$ cat src/rtl/spi_controller.sv
// Memory-mapped SPI master (mode 0, MSB first, 8-bit frames) with a 16-byte register window.
// Software drives chip select; a TXDATA write while idle starts one frame.
module spi_controller #(
    parameter logic [31:0] BASE_ADDR = 32'h0000_2200,
    parameter logic [7:0]  DIV_RESET = 8'd3
) (
    input  logic        CLK,
    input  logic        reset,
    input  logic [31:0] A,
    input  logic        WE,
    input  logic [31:0] WD,
    output logic [31:0] RD,
    output logic        sel,
    output logic        sckPort,
    output logic        mosiPort,
    input  logic        misoPort,
    output logic        csnPort,
    output logic        spiIRQ
);

    typedef enum logic [1:0] {S_IDLE, S_LOW, S_HIGH} state_t;

    state_t      r_state;
    state_t      w_state_nxt;
    logic [7:0]  r_div;
    logic        r_cs;
    logic        r_ie;
    logic        r_rxv;
    logic        r_ovr;
    logic [7:0]  r_rxdata;
    logic [7:0]  r_shreg;
    logic [2:0]  r_bitcnt;
    logic [7:0]  r_divcnt;
    logic [7:0]  r_div_act;
    logic        r_sck;
    logic        r_mosi;

    logic        w_wr;
    logic [1:0]  w_off;
    logic        w_busy;
    logic        w_div_hit;
    logic        w_tx_start;
    logic        w_done;
    logic        w_clr_rxv;
    logic        w_clr_ovr;
    logic        w_unused;

    assign sel        = (A[31:4] == BASE_ADDR[31:4]);
    assign w_off      = A[3:2];
    assign w_wr       = sel & WE;
    assign w_busy     = (r_state != S_IDLE);
    assign w_div_hit  = (r_divcnt == r_div_act);
    assign w_tx_start = w_wr && (w_off == 2'd2) && (r_state == S_IDLE);
    assign w_done     = (r_state == S_HIGH) && w_div_hit && (r_bitcnt == 3'd7);
    assign w_clr_rxv  = w_wr && (w_off == 2'd1) && WD[1];
    assign w_clr_ovr  = w_wr && (w_off == 2'd1) && WD[2];
    assign w_unused   = ^{WD[31:10], A[1:0]};

    assign sckPort  = r_sck;
    assign mosiPort = r_mosi;
    assign csnPort  = ~r_cs;
    assign spiIRQ   = r_rxv & r_ie;

    always_comb begin
        RD = 32'b0;
        if (sel) begin
            case (w_off)
                2'd0:    RD = {22'b0, r_ie, r_cs, r_div};
                2'd1:    RD = {29'b0, r_ovr, r_rxv, w_busy};
                2'd3:    RD = {24'b0, r_rxdata};
                default: RD = 32'b0;
            endcase
        end
    end

    always_ff @(posedge CLK) begin
        if (reset) r_state <= S_IDLE;
        else       r_state <= w_state_nxt;
    end

    always_comb begin
        w_state_nxt = r_state;
        case (r_state)
            S_IDLE:  if (w_tx_start) w_state_nxt = S_LOW;
            S_LOW:   if (w_div_hit)  w_state_nxt = S_HIGH;
            S_HIGH:  if (w_div_hit)  w_state_nxt = (r_bitcnt == 3'd7) ? S_IDLE : S_LOW;
            default: w_state_nxt = S_IDLE;
        endcase
    end

    always_ff @(posedge CLK) begin
        if (reset) begin
            r_div     <= DIV_RESET;
            r_cs      <= 1'b0;
            r_ie      <= 1'b0;
            r_rxv     <= 1'b0;
            r_ovr     <= 1'b0;
            r_rxdata  <= 8'd0;
            r_shreg   <= 8'd0;
            r_bitcnt  <= 3'd0;
            r_divcnt  <= 8'd0;
            r_div_act <= 8'd0;
            r_sck     <= 1'b0;
            r_mosi    <= 1'b0;
        end else begin
            if (w_wr && (w_off == 2'd0)) begin
                r_div <= WD[7:0];
                r_cs  <= WD[8];
                r_ie  <= WD[9];
            end
            // Completion beats a same-cycle clear; overrun uses the pre-clear RXV.
            if (w_done)         r_rxv <= 1'b1;
            else if (w_clr_rxv) r_rxv <= 1'b0;
            if (w_done && r_rxv) r_ovr <= 1'b1;
            else if (w_clr_ovr)  r_ovr <= 1'b0;

            case (r_state)
                S_IDLE: begin
                    if (w_tx_start) begin
                        r_shreg   <= WD[7:0];
                        r_mosi    <= WD[7];
                        r_bitcnt  <= 3'd0;
                        r_divcnt  <= 8'd0;
                        r_div_act <= r_div;
                    end
                end
                S_LOW: begin
                    if (w_div_hit) begin
                        r_sck    <= 1'b1;
                        r_shreg  <= {r_shreg[6:0], misoPort};
                        r_divcnt <= 8'd0;
                    end else begin
                        r_divcnt <= r_divcnt + 8'd1;
                    end
                end
                S_HIGH: begin
                    if (w_div_hit) begin
                        r_sck    <= 1'b0;
                        r_divcnt <= 8'd0;
                        if (r_bitcnt != 3'd7) begin
                            r_bitcnt <= r_bitcnt + 3'd1;
                            r_mosi   <= r_shreg[7];
                        end else begin
                            r_rxdata <= r_shreg;
                        end
                    end else begin
                        r_divcnt <= r_divcnt + 8'd1;
                    end
                end
                default: ;
            endcase
        end
    end

endmodule

$ cat config.mk
export PLATFORM = sky130hd
export DESIGN_NAME = spi_controller
export DESIGN_NICKNAME = d
export VERILOG_FILES = /design/src/rtl/spi_controller.sv
export SDC_FILE = /design/constraint.sdc
export NUM_CORES = 1
export LEC_CHECK = 0
export BUFFER_PORTS_ARGS = -buffer_cell sky130_fd_sc_hd__buf_2
export CORE_ASPECT_RATIO = 1.75
export CORE_MARGIN = 2
export CORE_UTILIZATION = 45
export CTS_BUF_LIST = sky130_fd_sc_hd__clkbuf_4
export DETAILED_ROUTE_END_ITERATION = 10
export PLACE_DENSITY = 0.74
export SLEW_MARGIN = 20
export SYNTH_ARGS = -nofsm -noshare
export SYNTH_HDL_FRONTEND = slang
export SYNTH_SLANG_ARGS = --single-unit
$ cat constraint.sdc
create_clock -name CLK -period 6.2 [get_ports CLK]
set_input_delay 0.31 -clock CLK [delete_from_list [all_inputs] [get_ports CLK]]
set_output_delay 0.31 -clock CLK [all_outputs]
set_load 0.01 [all_outputs]
After elaboration in Yosys (flattened, before gate mapping)
Index checks and enable logic that the tools add are counted.
- input bits: 68
- bits in registers: 51
- word-level logic and storage cells: 86
- output and inout bits: 37
- reduce and logical (&&, ||, !) cells: 26
- add/subtract/negate cells: 2
- muxes and demuxes: 28
- bitwise gates (word level): 4
- eq/ne operators: 13
- operators by type and width (operator ; count):
    8-bit 2-to-1 mux ; 4
    8-bit case mux with 2 select lines ; 2
    10-bit case mux with 3 select lines ; 1
    28-bit by 10-bit equality test with 1-bit output, second input constant ; 1
    2-bit nonzero test ; 7
    3-bit AND reduction ; 4
    1-bit 2-to-1 mux ; 10
    10-bit 2-to-1 mux ; 1
    1-bit logical AND ; 9
    3-bit 2-to-1 mux ; 3
    8-bit by 1-bit adder with 8-bit output, second input constant ; 1
    8-bit equality test ; 1
    2-bit equality test, second input constant ; 3
    2-bit 2-to-1 mux ; 3
    2-bit != test, second input constant ; 3
    2-bit case mux with 3 select lines ; 1
    3-bit case mux with 2 select lines ; 1
    2-bit by 1-bit equality test with 1-bit output, second input constant ; 2
    2-bit zero test ; 2
    1-bit case mux with 2 select lines ; 2
    2-bit AND reduction ; 2
    4-bit AND reduction ; 1
    3-bit by 1-bit adder with 3-bit output, second input constant ; 1
    3-bit equality test, second input constant ; 1
    other kinds (5) ; 7

Longest topological paths before layout
Gate-level depths: netlist of run 1.
- depth in word-level cells: 6
- gate-level depth with buffers: 8
- mapped depth without buffers: 7

Least setup slack after synthesis of run 1
Ideal clock, no wire load.
- path kind: register to register
- start point: register r_state[1]
- end point: register r_divcnt[6]
- required time: 6.083 ns
- setup time: 0.117 ns
- cell stages (with the launch flop): 8
- arrival: 1.913 ns
- setup slack: 4.169 ns
- path buffers: 0
- period minus slack after synthesis: 2.031 ns
- cells stage by stage: dfxtp_1 > inv_1 > ha_1 > and4b_1 > nand4_1 > o22ai_1 > o21ai_0 > a32o_1
- word-level cells in the longest chain between the ends: 4
- elaborated cells between the ends (all ways): 9
- those cells by class: eq/ne: 3; mux: 1; reduce/logical: 5
- RTL lines (element ; RTL line ; source):
    start, declared ; 23 ; state_t r_state;
    start signal, assigned ; 78 ; else r_state <= w_state_nxt;
    2-bit equality test, or another cell as far along ; 117 ; case (r_state)
    2-bit OR reduction (no line) or 1-bit logical AND (tied branches) ; n/a ;
    2-bit nonzero test (no line) or 2-bit != test (tied branches) ; n/a ;
    2-bit AND reduction (no line) ; n/a ;
    end signal, assigned ; 133 ; r_divcnt <= r_divcnt + 8'd1;
    end signal, assigned ; 147 ; r_divcnt <= r_divcnt + 8'd1;
    end, declared ; 33 ; logic [7:0] r_divcnt;
Several ways; a longest one is shown, not always the timed one.
A chain may end at the register's enable or synchronous reset.

Worst setup path in the final report of run 1
- start point: register r_state[1]
- end point: register r_divcnt[3]
The elaborated chain is that of the path after synthesis.

==> metrics.txt, run 1 <==
critical path type=reg2reg; ANT cells=0; Overflow after GRT=0; CTS Hold Bufs=0; Synth Warn #=0; Worst Hold Path EP=r_ie; area grow syn2layout=12.3%; largest family of logic cells by synthesized area=compound AO/OA/AOI/OAI gates; Post-synth EDFFs=0; CP required=6.48 ns; most frequent cells in the layout=buf_2 (58), dfxtp_1 (51), nor2_1 (34); outcome=completed; area share of fa/ha/maj cells after synthesis=3.08%; Mapped Area=2840 µm²; unrepaired setup endpoints after global routing=false; final setup vio count=0; syn_area_per_cell=8.74 µm²; r2r endpoint=r_divcnt[3]; TritonCTS Buffers=5; skew final=0.0170 ns; layout cells sized above 1=23.1%; first drt pass iteration count=4; DP Cell Count=449; critical path capture point type=flip-flop; WHS=0.165 ns; die width=64.1 µm; area of the multi-input gates=1630 µm²; fraction of registers with async set or reset after synthesis=0%; htree depth=2; VDD IR max=0.242 mV; Clock Latency Late Sink=0.38 ns; final critical-path share of the clock period=43.2%; nature of the critical path startpoint=flip-flop; crit path time final=2.68 ns; CP max FO=10; synthesized flop and latch total=51; initial antenna violation count=0; DIE AREA=6990 µm²; area leader, netlist=dfxtp_1; post-synthesis mux area share=10.2%; worst hold path class=in2reg; top cells by area, synth=dfxtp_1 (36%), mux2i_1 (7.0%), buf_4 (6.1%), nor2_1 (4.5%), o21ai_0 (3.9%); post-place setup slack=3.51 ns; Core Footprint=6130 µm²; crit path DAT=2.95 ns; fmax=374 MHz; initial DRC count=76; Final Routed Wirelength=6570 µm; Simple-Gate Fraction of Synth Area=19.0%; PD cells=250 nW/µm²; wire per inst=14.4 µm; clock tree sinks=51; HPWL after detailed placement=4920 µm; Antenna Nets Post-Route=0; RD Place Congestion=0.810; post-layout util=52.0%; Global Route Usage Sum=19.9%; clock-pin slew on the worst setup and hold paths=0.16 ns; Seq. cell area=1020 µm²; worst reg-to-reg path cell count=7; hold_sp=WD[9]; Post-Synthesis Cells=325; Die Ht=109 µm; worst reg2reg startpoint=r_state[1]; Post-CTS Setup Bufs=0; Synth cell types=44; Slew headroom=27.1%; # rows=38; via count=2499; Starting Density=46.3%; reg2reg setup slack=3.52 ns; commonest non-fill, non-tap cell in the layout=buf_2; final-report hold violation count=0; Resized cells post-CTS=0; top cell type's share of synthesized area=35.9%; Slew @ Worst Pin=1.09 ns; first-pass GRT wire length=11100 µm; port bufs=58; Synth Area in Compound Gates=19.6%; worst hold stages=3; setup_tns=0 ns; setup ws final=3.52 ns; Final nets=451; DRC errors left=0; Max Buffers Root-to-Sink=2; vias in the first global route=2437; Pleak=0.00134 µW; xor/xnor cell area share of the yosys netlist=2.47%; largest net degree at the start of global routing=46; Clk Tree Root Cell=clkbuf_4; commonest register cell after synthesis=dfxtp_1; sequential share of the synthesized area=35.9%; max cap viols=0; io pins=105; filler cell count=619; fin. max-slew vios=0; CTS tree=done; vias per cell=5.47; Final Non-Filler Cells=457
==> routing by layer <==
metal  vias to the layer above  track usage (%)  wire [µm]
met5                         -                0          0
met4                         0             6.99         90
met3                         6             2.68        207
met2                        62             39.1       3710
met1                      1194             21.1       2560
li1                       1237                -          -
==> cells in the mapped netlist (all sizes together), types with 4 or more instances <==
library cell / instances
xor2: 8
a22oi: 8
buf: 26
o21ai: 23
nand2: 18
dfxtp: 51
mux2: 8
mux2i: 20
o21bai: 8
nor2: 34
inv: 10
and3: 8
a21oi: 17
clkbuf: 13
nor3b: 5
o311a: 8
ha: 7
nand3: 4
a32o: 6
nor4: 9
==> sequential cells by signal, indices dropped and copies added, names as in the netlist <==
signal     cells
r_bitcnt       3
r_cs           1
r_div          8
r_ovr          1
r_state        2
r_ie           1
mosiPort       1
r_rxv          1
r_divcnt       8
sckPort        1
r_div_act      8
r_shreg        8
r_rxdata       8
==> cell type report <==
cell class | instances | area share [%]
Inverter | 10 | 1.18
Clock buffer | 5 | 1.18
Multi-Input combinational cell | 246 | 51.1
Tap cell | 80 | 3.14
Clock inverter | 3 | 1.37
Timing Repair Buffer | 62 | 10.0
Sequential cell | 51 | 32.0
==> worst max-delay path, cell delays in order (launching register included) <==
cell and delay, ns:
dfxtp_1 0.38, inv_1 0.11, ha_1 0.37, and4b_1 0.24
nand4_1 0.31, o22ai_1 0.66, o21ai_0 0.19, a32o_1 0.30
==> how the worst max path moves through the flow <==
| stage | from | end | cells after the start | slack [ns] |
|---|---|---|---|---|
| final | r_state[1] | r_divcnt[3] | 7 | 3.52 |
| after global routing | r_state[1] | r_divcnt[6] | 7 | 3.20 |
| after CTS | r_state[1] | r_divcnt[3] | 7 | 3.52 |
| after detailed placement | A[14] | r_div[0] | 6 | 3.51 |
| after global placement | A[5] | r_div[1] | 6 | 3.56 |
| after floorplan | r_state[1] | r_divcnt[6] | 7 | 4.17 |
==> per-stage QoR <==
stage | total power (µW) | cell area (µm²)
after floorplan | 551 | 2920
after global placement | 604 | 3110
after detailed placement | 609 | 3110
after CTS | 805 | 3190
after global routing | 846 | 3190
final | 799 | 3190
==> report_power, final <==
| group | leakage, µW | internal (µW) | switching [µW] |
|---|---|---|---|
| Combinational | 0.000880 | 96.1 | 132 |
| Sequential | 0.000411 | 356 | 19.9 |
| Clock | 0.0000452 | 85.1 | 110 |
==> cells by family after synthesis <==
group,Yosys count
AOI/OAI and AO/OA,82
xor gates and xnor gates,8
adders and majority gates,7
buffers and inverters,49
DFF,51
muxes,28
other,1
and+or+nand+nor,99
Note: power is estimated with default switching activity, not from simulation.
==> run 2: changes to the inputs <==
--- a/config.mk
+++ b/config.mk
@@ -11,7 +11,7 @@
 export CORE_UTILIZATION = 45
 export CTS_BUF_LIST = sky130_fd_sc_hd__clkbuf_4
 export DETAILED_ROUTE_END_ITERATION = 10
-export PLACE_DENSITY = 0.74
+export PLACE_DENSITY = 0.77
 export SLEW_MARGIN = 20
 export SYNTH_ARGS = -nofsm -noshare
 export SYNTH_HDL_FRONTEND = slang
==> constraint.sdc (replaced) <==
create_clock -name CLK -period 2.45 [get_ports CLK]
set_input_delay 0.1225 -clock CLK [delete_from_list [all_inputs] [get_ports CLK]]
set_output_delay 0.1225 -clock CLK [all_outputs]
set_load 0.01 [all_outputs]
==> run 2 against run 1 <==
- sequential cell count did not move
- count of clock-buffer cells in the layout did not move
- final area is 3.8% higher
==> metrics.txt, run 2 (synthesized netlist as in run 1, its figures left out) <==
vias in the first global route=2404; Clk network pwr share=19.7%; CTS Hold Bufs=9; CP required=2.75 ns; Pleak=0.00139 µW; PD cells=590 nW/µm²; worst reg-to-reg path cell count=8; VDD IR max=0.587 mV; skew final=0.00738 ns; area grow syn2layout=16.6%; post-layout util=54.0%; HPWL after detailed placement=5060 µm; critical path capture point type=flip-flop; Slew headroom=57.8%; Clock Latency Late Sink=0.37 ns; layout cells sized above 1=23.9%; DP Cell Count=456; worst hold stages=3; crit path DAT=2.41 ns; Final Routed Wirelength=6810 µm; htree depth=2; Final Non-Filler Cells=474; most frequent cells in the layout=buf_2 (58), dfxtp_1 (51), nor2_1 (34); Overflow after GRT=0; wire per inst=14.4 µm; nature of the critical path startpoint=flip-flop; max cap viols=0; commonest non-fill, non-tap cell in the layout=buf_2; io pins=105; first drt pass iteration count=4; CP max FO=9; outcome=completed; RD Place Congestion=0.795; DRC errors left=0; port bufs=58; initial antenna violation count=1; Core Footprint=6130 µm²; Sw Share=34.4%; Resized cells post-CTS=0; P_sw=674 µW; fin. max-slew vios=0; sequential share of power=48.6%; Antenna Nets Post-Route=0; crit path time final=2.11 ns; Post-CTS Setup Bufs=0; final setup vio count=0; largest net degree at the start of global routing=45; Max Buffers Root-to-Sink=2; worst hold path class=in2reg; vias per cell=5.39; setup ws final=0.342 ns; first-pass GRT wire length=11000 µm; proportion of power drawn by combinational gates=31.7%; TritonCTS Buffers=5; clock-pin slew on the worst setup and hold paths=0.15 ns; final critical-path share of the clock period=86.0%; post-place setup slack=0.375 ns; Die Ht=109 µm; fmax=474 MHz; DIE AREA=6990 µm²; Starting Density=46.3%; initial DRC count=76; critical path type=reg2reg; setup_tns=0 ns; Internal Power=1280 µW; # rows=38; clock tree sinks=51; via count=2554; unrepaired setup endpoints after global routing=false; Slew @ Worst Pin=0.633 ns; die width=64.1 µm; Global Route Usage Sum=20.2%; CTS tree=done; Clk Tree Root Cell=clkbuf_4; final-report hold violation count=0; Final nets=467
==> run 2: cell types whose count changed in the layout (fill, tap and decap cells not counted) <==
cell           before  now
buf_4               4   11
bufinv_16           1    0
clkinv_4            1    0
clkinvlp_4          0    2
diode_2             0    1
dlygate4sd3_1       0    9
==> run 2: area by class of cell <==
class,count,area (µm²)
repair buffers,78,463
clock inverters,3,20.0
fillers,573,2820
diodes,1,2.50
flip-flops and latches,51,1020
multi-input cells,246,1630
well taps,80,100
inverters,10,37.5
clock buffers,5,37.5
==> run 2: path summary, 6_finish.rpt <==
check,from,to,slack [ns]
setup / recovery,r_state[1],r_div_act[7],0.34
setup reg to reg,r_state[1],r_div_act[7],0.34
hold / removal,WD[7],r_div[7],0.03
hold reg to reg,mosiPort,mosiPort,0.48
==> run 2: worst max-delay path, cell delays in order (launching register included) <==
cell	delay (ns)
dfxtp_1	0.38
inv_1	0.12
ha_1	0.29
and4b_1	0.23
nand4_1	0.16
buf_4	0.21
nor2_1	0.38
nand2_1	0.12
a21oi_1	0.16
==> run 2: routing by layer <==
layer	track usage, %	routed length, µm
met1	21.6	2660
met3	2.58	188
met5	0	0
met2	38.7	3830
met4	8.85	134
==> run 2: through the flow <==
step	hold WS, ns	power [µW]	instance area [µm²]
after floorplan	0.251	1390	2920
after global placement	0.360	1550	3160
after detailed placement	0.367	1570	3160
after CTS	0.0236	1960	3310
after global routing	0.0455	2070	3310
final	0.0278	1960	3310
==> run 2: power groups by stage <==
stage	logic, µW	registers (µW)	clock network (µW)
CTS	616	950	396
floorplan	435	960	0
global placement	588	966	0
finish	621	950	385
detailed placement	603	968	0
global route	684	960	427
